### src/rtl/uart_rx_dec_pkg.sv
// Shared constants for the UART decimal-number receiver: ASCII codes, parser and
// byte-receiver state encodings, and small character helpers.
package uart_rx_dec_pkg;

  localparam logic [7:0] ASCII_CR = 8'h0D;
  localparam logic [7:0] ASCII_LF = 8'h0A;
  localparam logic [7:0] ASCII_0  = 8'h30;
  localparam logic [7:0] ASCII_9  = 8'h39;

  localparam logic [2:0] MAX_DIGITS = 3'd5;

  localparam logic [1:0] ST_IDLE  = 2'd0;
  localparam logic [1:0] ST_ACCUM = 2'd1;
  localparam logic [1:0] ST_SKIP  = 2'd2;

  localparam logic [1:0] RX_IDLE  = 2'd0;
  localparam logic [1:0] RX_START = 2'd1;
  localparam logic [1:0] RX_DATA  = 2'd2;
  localparam logic [1:0] RX_STOP  = 2'd3;

  function automatic logic is_digit(input logic [7:0] b);
    return (b >= ASCII_0) && (b <= ASCII_9);
  endfunction

  function automatic logic [16:0] digit_val(input logic [7:0] b);
    logic [7:0] d;
    d = b - ASCII_0;
    return {9'd0, d};
  endfunction

endpackage

### src/rtl/uart_rx_dec_rx.sv
// 8N1 byte receiver working on an already-synchronized serial line.
// Bit timing uses a down-counter reloaded at every sample point.
//
// state    | meaning
// RX_IDLE  | waiting for a 1->0 edge on the line
// RX_START | counting to the start-bit centre for the recheck
// RX_DATA  | sampling 8 data bits, LSB first
// RX_STOP  | sampling the stop bit, then reporting done or frame error
module uart_rx
  import uart_rx_dec_pkg::*;
#(
  parameter int BAUD_CNT = 434
) (
  input  logic       sys_clk,
  input  logic       sys_rst,
  input  logic       rxd_sync,
  output logic [7:0] rx_byte,
  output logic       rx_done,
  output logic       frame_err
);

  localparam int CNT_W = $clog2(BAUD_CNT + 1);
  localparam logic [CNT_W-1:0] HALF_LD = CNT_W'(BAUD_CNT / 2 - 1);
  localparam logic [CNT_W-1:0] FULL_LD = CNT_W'(BAUD_CNT - 1);

  logic [1:0]       r_state;
  logic [CNT_W-1:0] r_cnt;
  logic [2:0]       r_bit_idx;
  logic [7:0]       r_shift;
  logic [7:0]       r_byte;
  logic             r_rxd_d;
  logic             r_done;
  logic             r_ferr;
  logic             w_tc;

  assign w_tc      = (r_cnt == '0);
  assign rx_byte   = r_byte;
  assign rx_done   = r_done;
  assign frame_err = r_ferr;

  always_ff @(posedge sys_clk) begin
    if (sys_rst) begin
      r_state   <= RX_IDLE;
      r_cnt     <= '0;
      r_bit_idx <= '0;
      r_shift   <= '0;
      r_byte    <= '0;
      r_rxd_d   <= 1'b1;
      r_done    <= 1'b0;
      r_ferr    <= 1'b0;
    end else begin
      r_rxd_d <= rxd_sync;
      r_done  <= 1'b0;
      r_ferr  <= 1'b0;
      case (r_state)
        RX_IDLE: begin
          if (r_rxd_d && !rxd_sync) begin
            r_state <= RX_START;
            r_cnt   <= HALF_LD;
          end
        end
        RX_START: begin
          if (w_tc) begin
            // A high line at mid-start is a glitch, not a frame.
            if (rxd_sync) begin
              r_state <= RX_IDLE;
            end else begin
              r_state   <= RX_DATA;
              r_cnt     <= FULL_LD;
              r_bit_idx <= '0;
            end
          end else begin
            r_cnt <= r_cnt - 1'b1;
          end
        end
        RX_DATA: begin
          if (w_tc) begin
            r_shift   <= {rxd_sync, r_shift[7:1]};
            r_cnt     <= FULL_LD;
            r_bit_idx <= r_bit_idx + 1'b1;
            if (r_bit_idx == 3'd7) begin
              r_state <= RX_STOP;
            end
          end else begin
            r_cnt <= r_cnt - 1'b1;
          end
        end
        RX_STOP: begin
          if (w_tc) begin
            r_state <= RX_IDLE;
            if (rxd_sync) begin
              r_done <= 1'b1;
              r_byte <= r_shift;
            end else begin
              r_ferr <= 1'b1;
            end
          end else begin
            r_cnt <= r_cnt - 1'b1;
          end
        end
        default: r_state <= RX_IDLE;
      endcase
    end
  end

endmodule

### src/rtl/uart_rx_dec.sv
// Receives ASCII decimal numbers over UART and reports each CR-terminated value
// in the 0..65535 range; malformed lines are flagged and skipped up to the next CR.
//
// state    | meaning
// ST_IDLE  | between numbers, waiting for the first digit
// ST_ACCUM | accumulating digits of a number
// ST_SKIP  | discarding a bad line until CR
module uart_rx_dec
  import uart_rx_dec_pkg::*;
#(
  parameter int CLK_FREQ  = 50_000_000,
  parameter int BAUD_RATE = 115200
) (
  input  logic        sys_clk,
  input  logic        sys_rst,
  input  logic        uart_rxd,
  output logic [15:0] data,
  output logic        data_valid,
  output logic        data_err
);

  localparam int BAUD_CNT = CLK_FREQ / BAUD_RATE;

  logic        r_sync1;
  logic        r_sync2;
  logic [1:0]  r_state;
  logic [16:0] r_acc;
  logic [2:0]  r_cnt;

  logic [7:0]  w_rx_byte;
  logic        w_rx_done;
  logic        w_frame_err;
  logic        w_digit;
  logic [16:0] w_dval;
  logic [16:0] w_acc_next;
  logic        w_too_long;
  logic        w_overflow;

  always_ff @(posedge sys_clk) begin
    if (sys_rst) begin
      r_sync1 <= 1'b1;
      r_sync2 <= 1'b1;
    end else begin
      r_sync1 <= uart_rxd;
      r_sync2 <= r_sync1;
    end
  end

  uart_rx #(
    .BAUD_CNT(BAUD_CNT)
  ) u_rx (
    .sys_clk  (sys_clk),
    .sys_rst  (sys_rst),
    .rxd_sync (r_sync2),
    .rx_byte  (w_rx_byte),
    .rx_done  (w_rx_done),
    .frame_err(w_frame_err)
  );

  // The digit-count check guards the product: with at most 4 digits held,
  // acc*10+9 stays below 2^17.
  assign w_digit    = is_digit(w_rx_byte);
  assign w_dval     = digit_val(w_rx_byte);
  assign w_acc_next = r_acc * 17'd10 + w_dval;
  assign w_too_long = (r_cnt >= MAX_DIGITS);
  assign w_overflow = (w_acc_next > 17'd65535);

  always_ff @(posedge sys_clk) begin
    if (sys_rst) begin
      r_state    <= ST_IDLE;
      r_acc      <= '0;
      r_cnt      <= '0;
      data       <= '0;
      data_valid <= 1'b0;
      data_err   <= 1'b0;
    end else begin
      data_valid <= 1'b0;
      data_err   <= 1'b0;
      if (w_frame_err) begin
        data_err <= 1'b1;
        r_state  <= ST_SKIP;
      end else if (w_rx_done) begin
        case (r_state)
          ST_IDLE: begin
            if (w_digit) begin
              r_acc   <= w_dval;
              r_cnt   <= 3'd1;
              r_state <= ST_ACCUM;
            end else if (w_rx_byte != ASCII_CR && w_rx_byte != ASCII_LF) begin
              data_err <= 1'b1;
              r_state  <= ST_SKIP;
            end
          end
          ST_ACCUM: begin
            if (w_digit) begin
              if (w_too_long || w_overflow) begin
                data_err <= 1'b1;
                r_state  <= ST_SKIP;
              end else begin
                r_acc <= w_acc_next;
                r_cnt <= r_cnt + 1'b1;
              end
            end else if (w_rx_byte == ASCII_CR) begin
              data       <= r_acc[15:0];
              data_valid <= 1'b1;
              r_state    <= ST_IDLE;
            end else if (w_rx_byte != ASCII_LF) begin
              data_err <= 1'b1;
              r_state  <= ST_SKIP;
            end
          end
          ST_SKIP: begin
            if (w_rx_byte == ASCII_CR) begin
              r_state <= ST_IDLE;
            end
          end
          default: r_state <= ST_IDLE;
        endcase
      end
    end
  end

endmodule

### config.mk
export PLATFORM = sky130hd
export DESIGN_NAME = uart_rx_dec
export DESIGN_NICKNAME = d
export VERILOG_FILES = /design/src/rtl/uart_rx_dec_pkg.sv /design/src/rtl/uart_rx_dec_rx.sv /design/src/rtl/uart_rx_dec.sv
export SDC_FILE = /design/constraint.sdc
export NUM_CORES = 1
export LEC_CHECK = 0
export CAP_MARGIN = 10
export CORE_MARGIN = 2
export CORE_UTILIZATION = 55
export DETAILED_ROUTE_END_ITERATION = 12
export HOLD_SLACK_MARGIN = 0.03
export PLACE_DENSITY = 0.76
export SYNTH_ARGS = -nofsm -noshare
export SYNTH_HDL_FRONTEND = slang
export SYNTH_SLANG_ARGS = --single-unit
### constraint.sdc
create_clock -name sys_clk -period 3.9 [get_ports sys_clk]
set_clock_uncertainty 0.2 [all_clocks]
set_input_delay 0.78 -clock sys_clk [delete_from_list [all_inputs] [get_ports sys_clk]]
set_output_delay 0.78 -clock sys_clk [all_outputs]
set_load 0.005 [all_outputs]
==> results.tsv <==
stage	metric	value	unit
synth	postSynth.asyncResetShare	0	%
floorplan	chipWidth	95.30	um
timing	setup_violations	0	
worst_setup_path	crit_path_max_incr_delay	0.45	ns
floorplan	die-height	95.30	um
timing	final_max_slew_viol_count	0	
synth	post-synth-top-area-fraction	32.31	%
placement	placed_cell_area	4965	um^2
grt	grt_pass1_vias	3640	
power_and_ir_drop	vdd_drop_max	171.2	uV
route	detail_route.first_pass.iterations	5	
route	drcViolationCount	0	
worst_setup_path	worstSetupStartpointType	register	
clock_tree	clockRootBuffer	clkbuf_8	
min_path	worstHoldStart	r_sync1$_SDFF_PP1_	
synth	number_of_enable_flip_flop_cells_after_synthesis	0	
timing	hold_violations	0	
route	routed_length_on_met3	511	um
grt	grt_pass1_wl	16700	um
placement	place.detailed.hpwl	7139	um
clock_tree	tritoncts_clock_tree	done	
synth	yosys_most_used_dff	dfxtp_1	
clock_tree	cts_max_level	3	
route	drt_iter0_markers	148	
cells_and_area	count_of_filler_cells_inserted_in_the_layout	662	
route	ant_nets	0	
synth	number_of_synthesis_warnings	0	
timing	timing.fmax	265.0	MHz
grt	grt.overflow.total	0	
timing	tns	0	ns
clock_tree	cts_bufs_inserted	9	
synth	synthesis.nets	586	
route	postRouteWirelength	10360	um
worst_setup_path	cpMaxStageDelayCell	a2111oi_4	
worst_setup_path	worst_endpoint_required_time	3.91	ns
power_and_ir_drop	power_per_cell_area	298.0	nW/um^2
route	wire_per_inst	15.10	um
floorplan	initial_utilization	56.36	%
cells_and_area	finish.net_count	624	
placement	place.gp.congestion	0.8428	
cells_and_area	num_antenna_cells	0	
cells_and_area	area_overhead_of_the_layout_relative_to_synthesis	16.84	%
synth	syn-instance-count	538	
route	m1WireLength	4875	um
placement	pre_cts_ws	-0.009873	ns
run	cap_violations	0	
cells_and_area	stdcell_area	5356	um^2
power_and_ir_drop	leakage	2.289	nW
synth	avgSynthCellArea	8.521	um^2
grt	grt_max_degree	64	
synth	synth.distinct_cells	58	
synth	postSynthRegisterBits	74	
timing	timing_worst_slew_pin_value	0.7420	ns
timing	worst_slew_margin_rel	50.48	%
worst_setup_path	critical_path_endpoint_category	register	
synth	synth.yosys.seq_area_share	32.31	%
grt	antenna_found_initial	0	
timing	final.hold.worst_slack	0.2163	ns
min_path	worst_hold_path_type	register to register	
cells_and_area	postLayoutCoreUtil	65.85	%
route	via_per_inst	5.926	
worst_setup_path	worstPathMaxFanout	10	
cells_and_area	instances_no_fill	686	
clock_tree	cts_buffer_depth	2	
floorplan	fp.dieArea	9081	um^2
worst_setup_path	cp_num_buf_inv	2	
route	num_vias	4065	
timing	finalCritPeriodShare	96.75	%
floorplan	pin_count	21	
timing	timing.final.crit_period	3.773	ns
power_and_ir_drop	total_power	1.596	mW
clock_tree	clk_transition_reported_paths	0.08	ns
floorplan	fp-row-count	33	
worst_setup_path	cp_cell_sequence	buf_4, ha_1, ha_2, o211ai_1, o211a_1, o211a_1, a2111oi_4, nor4_2, and3_4, mux2i_4, o21ai_4, buf_4, o31ai_2	
route	routed-wl-met2	4744	um
synth	synthesized_area	4584	um^2
route	top_layer_used	met4	
synth	synth_top_area_cell	dfxtp_1	
cells_and_area	drive_gt1_share	15.83	%
floorplan	area_of_the_core_region	8134	um^2
worst_setup_path	cp_top_family	compound AO/OA/AOI/OAI gates	
clock_tree	sinks_on_the_clock_net	74	
timing	worst_slack	0.1266	ns
worst_setup_path	launching_point_of_the_worst_reg2reg_path	r_acc[3]$_SDFFE_PP0P_	
placement	dp_cells	661	
placement	port-buffer-count	20	
synth	largest_cells_by_area_after_synthesis	dfxtp_1 32%, ha_1 12%, mux2i_1 5.7%	
worst_setup_path	critPathArrivalTime	3.79	ns
grt	track_usage	23.10	%
clock_tree	insertion_delay	0.36	ns
status	outcome	finished clean	
worst_setup_path	timing_worst_setup_path_type	register to register	
worst_setup_path	crit_start	r_acc[3]$_SDFFE_PP0P_	
synth_stat cells, types with 10 or more instances:
| cell | number |
|---|---|
| a21oi_1 | 51 |
| clkbuf_1 | 17 |
| dfxtp_1 | 74 |
| ha_1 | 43 |
| inv_1 | 21 |
| mux2i_1 | 26 |
| nand2_1 | 35 |
| nand3_1 | 18 |
| nand4_1 | 15 |
| nor2_1 | 67 |
| nor3_1 | 10 |
| o21ai_0 | 27 |
| o31ai_1 | 10 |
| xnor2_1 | 14 |
state kept, by name (all words and copies together), names as in the netlist, 2 cells and up, named ones only:
register / count
u_rx.r_cnt: 9
u_rx.r_bit_idx: 3
r_cnt: 3
r_acc: 16
u_rx.rx_byte: 8
u_rx.r_shift: 8
r_state: 2
data: 16
metal layers:
metal | up-vias | global-route usage (%)
met5 | - | 0
met1 | 1910 | 30.89
met4 | 0 | 7.971
li1 | 2033 | -
met3 | 22 | 5.534
met2 | 100 | 36.50
placed cells by master (no fill, tap or decap), types with 6 or more instances in the layout:
master / instances
mux2i_1: 26
clkdlybuf4s50_1: 19
o21ai_0: 22
xor2_1: 8
o31ai_1: 10
a21o_1: 8
xnor2_1: 13
nor2_1: 67
o21a_1: 6
nand3_1: 18
a21oi_1: 50
a211oi_1: 7
nor3_1: 9
nand4_1: 15
dfxtp_1: 70
o21ai_1: 6
buf_4: 23
nand2_1: 35
clkbuf_8: 10
or2_2: 6
inv_1: 19
ha_1: 36
layout make-up:
| class | instances | area, um^2 | share of cell area (%) |
|---|---|---|---|
| sequential | 74 | 1489 | 27.80 |
| clock buffer | 10 | 137.6 | 2.569 |
| timing repair buffer | 48 | 424.2 | 7.919 |
| tap | 105 | 131.4 | 2.453 |
| multi-input combinational | 422 | 3054 | 57.02 |
| clock inverter | 6 | 41.29 | 0.7708 |
| inverter | 21 | 78.83 | 1.472 |
path summary, 6_finish.rpt:
path | to | slack (ns) | cells after the start
max | r_acc[5]$_SDFFE_PP0P_ | 0.13 | 13
min | r_sync2$_SDFF_PP1_ | 0.22 | 1
max reg2reg | r_acc[5]$_SDFFE_PP0P_ | 0.13 | 13
min reg2reg | r_sync2$_SDFF_PP1_ | 0.22 | 1
power by group:
group	total, mW	internal, mW	leakage [nW]	switching (mW)
registers	0.796	0.773	0.600	0.0230
clock network	0.549	0.249	0.0964	0.300
logic	0.251	0.0835	1.59	0.167
total	1.60	1.11	2.29	0.490
cells by family (layout without fill, tap and decap cells):
| family | Yosys count | count (layout) | synth area share, % |
|---|---|---|---|
| multiplexers | 28 | 28 | 6.659 |
| AND/OR/NAND/NOR | 183 | 183 | 19.38 |
| buffers and inverters | 42 | 85 | 3.794 |
| XOR/XNOR | 22 | 22 | 4.203 |
| flip-flops | 74 | 74 | 32.31 |
| AO/OA/AOI/OAI | 144 | 144 | 21.04 |
| adder cells (fa/ha/maj) | 45 | 45 | 12.61 |
what timing repair did:
action / in CTS / in global routing
endpoints found under the setup margin: 4 / 22
hold buffers: 0 / 0
gates resized for setup: 1 / 37
setup buffers: 2 / 7
pin swaps: 0 / 11
Power figures use the tool's default switching activity.
